File: src/rtl/irq_pending_collector.sv
// rtl/irq_pending_collector.sv - sticky request capture, masked lowest-index pick, offer/service handshake
module irq_pending_collector #(
  parameter int N    = 16,
  parameter int IDXW = 4
) (
  input  logic            clk,
  input  logic            rst_n,
  input  logic [N-1:0]    req_i,
  input  logic [N-1:0]    mask_i,
  input  logic            vec_ready,
  input  logic            eoi_i,
  input  logic            ovf_clr_i,
  output logic [N-1:0]    pend_o,
  output logic            vec_valid,
  output logic [IDXW-1:0] vec_idx,
  output logic            busy_o,
  output logic [N-1:0]    ovf_o
);

  localparam logic [1:0] ST_IDLE    = 2'd0;
  localparam logic [1:0] ST_OFFER   = 2'd1;
  localparam logic [1:0] ST_SERVICE = 2'd2;

  logic [1:0]      state_q, state_d;
  logic [N-1:0]    pend_q, pend_d;
  logic [N-1:0]    ovf_q, ovf_d;
  logic            vec_valid_q, vec_valid_d;
  logic [IDXW-1:0] vec_idx_q, vec_idx_d;
  logic [N-1:0]    clr;
  logic [IDXW-1:0] sel;
  logic            any;
  logic            accept;

  assign pend_o    = pend_q & mask_i;
  assign any       = |pend_o;
  assign vec_valid = vec_valid_q;
  assign vec_idx   = vec_idx_q;
  assign busy_o    = (state_q == ST_SERVICE);
  assign ovf_o     = ovf_q;
  assign accept    = vec_valid_q & vec_ready;

  // Descending scan so the last assignment is the lowest set index.
  always_comb begin
    sel = '0;
    for (int i = N - 1; i >= 0; i--) begin
      if (pend_o[i]) sel = IDXW'(i);
    end
  end

  always_comb begin
    clr = '0;
    if (accept) clr[vec_idx_q] = 1'b1;
  end

  // A request arriving on the clearing edge re-arms the bit and is not a loss.
  always_comb begin
    pend_d = (pend_q & ~clr) | req_i;
    ovf_d  = (ovf_q & ~{N{ovf_clr_i}}) | (req_i & pend_q & ~clr);
  end

  always_comb begin
    state_d     = state_q;
    vec_valid_d = vec_valid_q;
    vec_idx_d   = vec_idx_q;
    case (state_q)
      ST_IDLE: begin
        if (any) begin
          vec_idx_d   = sel;
          vec_valid_d = 1'b1;
          state_d     = ST_OFFER;
        end
      end
      ST_OFFER: begin
        if (accept) begin
          vec_valid_d = 1'b0;
          state_d     = ST_SERVICE;
        end
      end
      ST_SERVICE: begin
        if (eoi_i) state_d = ST_IDLE;
      end
      default: begin
        state_d     = ST_IDLE;
        vec_valid_d = 1'b0;
      end
    endcase
  end

  always_ff @(posedge clk) begin
    if (!rst_n) begin
      state_q     <= ST_IDLE;
      pend_q      <= '0;
      ovf_q       <= '0;
      vec_valid_q <= 1'b0;
      vec_idx_q   <= '0;
    end else begin
      state_q     <= state_d;
      pend_q      <= pend_d;
      ovf_q       <= ovf_d;
      vec_valid_q <= vec_valid_d;
      vec_idx_q   <= vec_idx_d;
    end
  end

endmodule

File: config.mk
export PLATFORM = sky130hd
export DESIGN_NAME = irq_pending_collector
export DESIGN_NICKNAME = d
export VERILOG_FILES = /design/src/rtl/irq_pending_collector.sv
export SDC_FILE = /design/constraint.sdc
export NUM_CORES = 1
export LEC_CHECK = 0
export CORE_ASPECT_RATIO = 1.4
export CORE_MARGIN = 2
export CORE_UTILIZATION = 47
export CTS_BUF_LIST = sky130_fd_sc_hd__clkbuf_8
export DETAILED_ROUTE_END_ITERATION = 10
export PLACE_DENSITY = 0.95
export SYNTH_ARGS = -nofsm -noshare
export SYNTH_HDL_FRONTEND = slang
export SYNTH_SLANG_ARGS = --single-unit
File: constraint.sdc
create_clock -name clk -period 4 [get_ports clk]
set_clock_uncertainty 0.15 [all_clocks]
set_input_delay 0.8 -clock clk [delete_from_list [all_inputs] [get_ports clk]]
set_output_delay 0.8 -clock clk [all_outputs]
set_load 0.05 [all_outputs]
==> results of run 1 <==
sequential cells by signal, indices dropped and copies added (netlist names):
register / flops
vec_idx: 4
state_q: 2
pend_q: 16
vec_valid: 1
ovf_o: 16
critical path: cells and delay by family:
kind	cells	cell delay, ps
buffers and inverters	2	1330
AND/OR/NAND/NOR	1	220
cell type report:
type	count	area share
multi-input cells	153	0.344
flip-flops and latches	39	0.296
repair buffers	74	0.280
clock buffers	6	0.0313
well taps	42	0.0199
inverters	11	0.0156
clock inverters	2	0.0133
report_power, final:
| group | switching (W) | internal, W | leakage (nW) |
|---|---|---|---|
| Combinational | 0.000161 | 0.000112 | 0.648 |
| Sequential | 0.0000304 | 0.000415 | 0.323 |
| Clock | 0.000135 | 0.000202 | 0.0612 |
logic make-up after synthesis:
kind of cell | Yosys count | share of synthesized area
buffers and inverters | 17 | 0.0378
flip-flops | 39 | 0.445
AND/OR/NAND/NOR | 90 | 0.231
AO/OA/AOI/OAI | 63 | 0.287
cells in the final DEF (no fill, tap or decap), drive strengths merged:
cell	instances
a2111oi	1
a211oi	2
a21oi	4
a22o	2
a22oi	25
a31o	1
a31oi	2
a41oi	1
and2	10
and3b	1
bufinv	1
clkbuf	6
clkdlybuf4s50	74
clkinv	1
dfxtp	39
inv	11
nand2	14
nand2b	3
nand3	4
nand4	4
nand4b	1
nor2	49
nor2b	1
nor3	1
nor4	1
o2111a	1
o2111ai	1
o21a	11
o21ai	5
o31a	4
o31ai	2
o41a	1
or2	1
per-layer routing:
metal	vias up	share of wire	track usage
met2	76	0.55	0.443
met4	0	0.012	0.0951
met1	888	0.39	0.291
li1	902	-	-
met5	-	0	0
met3	10	0.054	0.0407
how the worst max path moves through the flow:
| stage | startpoint | endpoint | slack, ps | depth (start not counted) |
|---|---|---|---|---|
| 3_3_place_gp | mask_i[8] | pend_o[8] | 750 | 3 |
| 4_1_cts | mask_i[8] | pend_o[8] | 720 | 3 |
| 2_1_floorplan | mask_i[8] | pend_o[8] | 1810 | 1 |
| 6_report | mask_i[8] | pend_o[8] | 700 | 3 |
| 5_1_grt | mask_i[8] | pend_o[8] | 660 | 3 |
| 3_5_place_dp | mask_i[8] | pend_o[8] | 720 | 3 |
through the flow:
| stage | area [µm²] | setup WS (ps) | cells | power (W) |
|---|---|---|---|---|
| floorplan | 1760 | 1810 | 209 | 0.000611 |
| global placement | 2520 | 746 | 319 | 0.000715 |
| detailed placement | 2520 | 724 | 319 | 0.000721 |
| CTS | 2640 | 719 | 327 | 0.00105 |
| global route | 2640 | 658 | 327 | 0.00109 |
| finish | 2640 | 700 | 327 | 0.00105 |
Yosys cell counts, drive strengths merged, types with 2 or more instances:
library cell / instances
o21a: 11
buf: 2
a31oi: 2
nor2: 49
o21ai: 5
nand3: 4
inv: 11
a21oi: 4
dfxtp: 39
o31ai: 2
nand2: 14
and2: 10
nand4: 4
nand2b: 3
clkbuf: 4
o31a: 4
a22o: 2
a22oi: 25
a211oi: 2
==> out/results.tsv, run 1 <==
metric	value	unit
Sink Count	39	
I/O Pins	75	
crit-path cells	clkdlybuf4s50_1 > and2_1 > clkdlybuf4s50_1	
Yosys top cell area share	0.445	
deepest clock path buffer count	2	
Least-Margin Pin Slew	612	ps
initial DRC count	78	
Post-CTS Setup Inserts	0	
R2R Setup Slk	2180	ps
antenna violations before repair	0	
# rows	26	
Fmax	303	MHz
critical path's slowest cell	clkdlybuf4s50_1	
area of the multi-input gates	908	µm²
Area Overhead vs Synth	50.5	%
H-tree Lvls	2	
Post-Synthesis Net Count	246	
max-cap violations	0	
Post-synth EDFFs	0	
TritonCTS clock tree	built	
WP data required	3050	ps
most frequent CP cell	clkdlybuf4s50_1	
Die Y	76.3	µm
Synth area leader	dfxtp_1	
dpl hpwl	3.84	mm
number of synthesized register bits	39	
via count	1876	
ANT cells	0	
Leakage Power	1.03	nW
Worst Path Max Fanout	3	
wire length per cell	16.0	µm
Netlist cell types	35	
Yosys warnings	0	
number of vias per cell	5.74	
CP Class	in -> out	
Core ar.	3610	µm²
DR pass1 iterations	7	
power per cell area	399	nW/µm²
Critical Path Sink Type	output pin	
final period utilization	0.825	
Hold Startpoint	ovf_o[12]	
Port Buffers	74	
RSZ-0062 raised after global routing	no	
first-pass GRT wire length	8.58	mm
grt total ovfl	0	
wirelength, routed	5.25	mm
clock root cell	clkbuf_8	
post-synthesis cell count	209	
Setup TNS Final	0	ps
Worst-path clk slew	70	ps
Critical Path Start Type	input pin	
Hold Path End	ovf_o[12]	
Hold Slack	372	ps
Die ar.	4250	µm²
pin count of the biggest net entering global routing	38	
Layout fillers	281	
register area share after synthesis	0.445	
Total Routing Usage GR	0.248	
slowest stage delay, CP	830	ps
Max VDD drop	0.331	mV
top post-synthesis cells by area	dfxtp_1 44%, nor2_1 10%, a22oi_1 7.7%	
Initial Util	0.486	
layout cells sized above 1	0.0596	
worst r2r src	pend_q[15]	
Period minus WS final	3300	ps
CTS Buf Count	5	
hold path depth	2	
Worst R2R Path Depth	5	
worst min path class	reg -> reg	
Post-Syn Area	1760	µm²
worst-skew pair later-pin latency	290	ps
Synth Area per Inst	8.40	µm²
status	finished, violations left	
Arrival @ worst endpoint	2350	ps
failing checks	DRC	
register area	781	µm²
die width	55.7	µm
cts repair resizes	0	
cts hold-fix bufs	0	
max-slew violation count	0	
async set-reset flop share out of synthesis	0	
Main synth FF type	dfxtp_1	
# DRC	1	
Slew headroom	0.592	
vias in the first global route	1861	
RD Place Congestion	0.925	
Finished Core Util	0.731	
Hold Vio Cnt, Final	0	
Crit Reg-Reg Endpoint	vec_idx[1]	
final setup vio count	0	
nets	321	
Post-DRT Antenna Nets	0	
(Power assumes the default switching activity.)
==> run 2: changes to the inputs <==
- CORE_UTILIZATION: 47 -> 44
- clock period: 4 -> 3.3 ns (I/O delays scaled with it)
==> out/results.tsv, run 2 (synthesis results as in run 1) <==
metric	value	unit	change
status	finished, final reports clean		
crit-path cells	clkdlybuf4s50_1 > nand2_1 > inv_1 > clkdlybuf4s50_1		
cts hold-fix bufs	0		unchanged
most frequent CP cell	clkdlybuf4s50_1		
Post-DRT Antenna Nets	0		unchanged
ANT cells	0		unchanged
worst r2r src	vec_idx[1]		
WP data required	2490	ps	-560 ps
wire length per cell	15.4	µm	-4.0%
Core ar.	3880	µm²	+7.6%
layout cells sized above 1	0.112		+0.0522
TritonCTS clock tree	built		
Worst-path clk slew	80	ps	about the same
final period utilization	0.883		
Max VDD drop	0.460	mV	+39%
dpl hpwl	3.94	mm	+2.6%
Hold Vio Cnt, Final	0		unchanged
Worst Path Max Fanout	3		unchanged
Sink Count	39		unchanged
H-tree Lvls	2		unchanged
grt total ovfl	0		unchanged
# DRC	0		-1
Critical Path Sink Type	output pin		
Post-Layout Cell Count	329		+0.61%
cts repair resizes	0		unchanged
placed instance area	2500	µm²	-1.0%
Least-Margin Pin Slew	605	ps	-6.84 ps
Leakage Power	1.06	nW	+3.1%
crit-path leading delay family	buffers and inverters		
Total Routing Usage GR	0.229		-0.0190
I/O Pins	75		unchanged
pin count of the biggest net entering global routing	38		unchanged
antenna violations before repair	0		unchanged
Port Buffers	74		unchanged
Post-CTS Setup Inserts	0		unchanged
nets	322		+0.31%
power per cell area	508	nW/µm²	+27%
worst min path class	reg -> reg		
most frequent cells in the layout	60 x clkdlybuf4s50_1, 49 x nor2_1, 39 x dfxtp_1		
critical path's slowest cell	clkdlybuf4s50_1		
Setup TNS Final	0	ps	unchanged
most common cell after layout, fill and taps aside	clkdlybuf4s50_1		
CP Class	in -> out		
via count	1837		-2.1%
die width	57.4	µm	+3.1%
WP buf/inv	3		+1
placed cells	321		+0.63%
max-cap violations	0		unchanged
CTS Buf Count	5		unchanged
first-pass GRT wire length	7.96	mm	-7.2%
slowest stage delay, CP	810	ps	-20 ps
Die Y	78.7	µm	+3.2%
Arrival @ worst endpoint	2110	ps	-240 ps
worst-skew pair later-pin latency	290	ps	about the same
Initial Util	0.452		-0.0343
deepest clock path buffer count	2		unchanged
RSZ-0062 raised after global routing	no		
Critical Path Stages	4		+1
Hold Startpoint	ovf_o[2]		
clock root cell	clkbuf_8		
Die ar.	4520	µm²	+6.4%
wirelength, routed	5.07	mm	-3.4%
number of vias per cell	5.58		-2.7%
final setup vio count	0		unchanged
Worst R2R Path Depth	4		-1
hold path depth	2		unchanged
# rows	27		+3.8%
Fmax	343	MHz	
final instance area	2630	µm²	-0.28%
RD Place Congestion	0.947		+2.4%
Worst Setup SP	mask_i[3]		
vias in the first global route	1794		-3.6%
Critical Path Start Type	input pin		
Period minus WS final	2920	ps	
Area Overhead vs Synth	50.0	%	
max-slew violation count	0		unchanged
Slew headroom	0.596		+0.00457
DR pass1 iterations	5		-2
initial DRC count	94		+21%
==> run 2: per-stage QoR <==
step | power (W) | hold slack (ps) | util | setup WS, ps
after floorplan | 0.000741 | 325 | - | 1290
after global placement | 0.000867 | 345 | 0.643 | 404
after detailed placement | 0.000873 | 359 | 0.643 | 387
after CTS | 0.00134 | 376 | 0.678 | 385
after global routing | 0.00139 | 405 | 0.678 | 337
final | 0.00134 | 372 | 0.678 | 384
==> run 2: worst register-to-register path, cell delays in order, from the launching register on <==
cell and delay (ps):
dfxtp_1 480, nand4_1 350, o31a_1 360, a22oi_1 160
nor2_1 60
==> run 2: area by class of cell <==
| class | count | area [µm²] |
|---|---|---|
| Clock buffer | 5 | 68.8 |
| Clock inverter | 3 | 67.6 |
| Fill cell | 319 | 1250 |
| Inverter | 11 | 41.3 |
| Multi-Input combinational cell | 153 | 908 |
| Sequential cell | 39 | 781 |
| Tap cell | 43 | 53.8 |
| Timing Repair Buffer | 75 | 713 |
==> run 2: per-layer routing <==
metal  vias to the layer above  track usage  part of all wire
met5                         -            0                 0
met4                         0        0.128             0.034
met3                        15       0.0537             0.054
met2                        59        0.406              0.53
met1                       862        0.243              0.38
li1                        901            -                 -
==> run 2: worst paths after layout <==
kind                to  slack, ps
max          pend_o[3]        380
min           ovf_o[2]        370
max reg2reg   ovf_o[3]       1610
min reg2reg   ovf_o[2]        370
==> run 2: report_power, final <==
group | internal [W] | leakage (nW) | total [W] | switching, W
Sequential | 0.000503 | 0.323 | 0.000536 | 0.0000334
Combinational | 0.000133 | 0.677 | 0.000327 | 0.000193
Clock | 0.000301 | 0.0644 | 0.000474 | 0.000172
Total | 0.000938 | 1.06 | 0.00134 | 0.000399
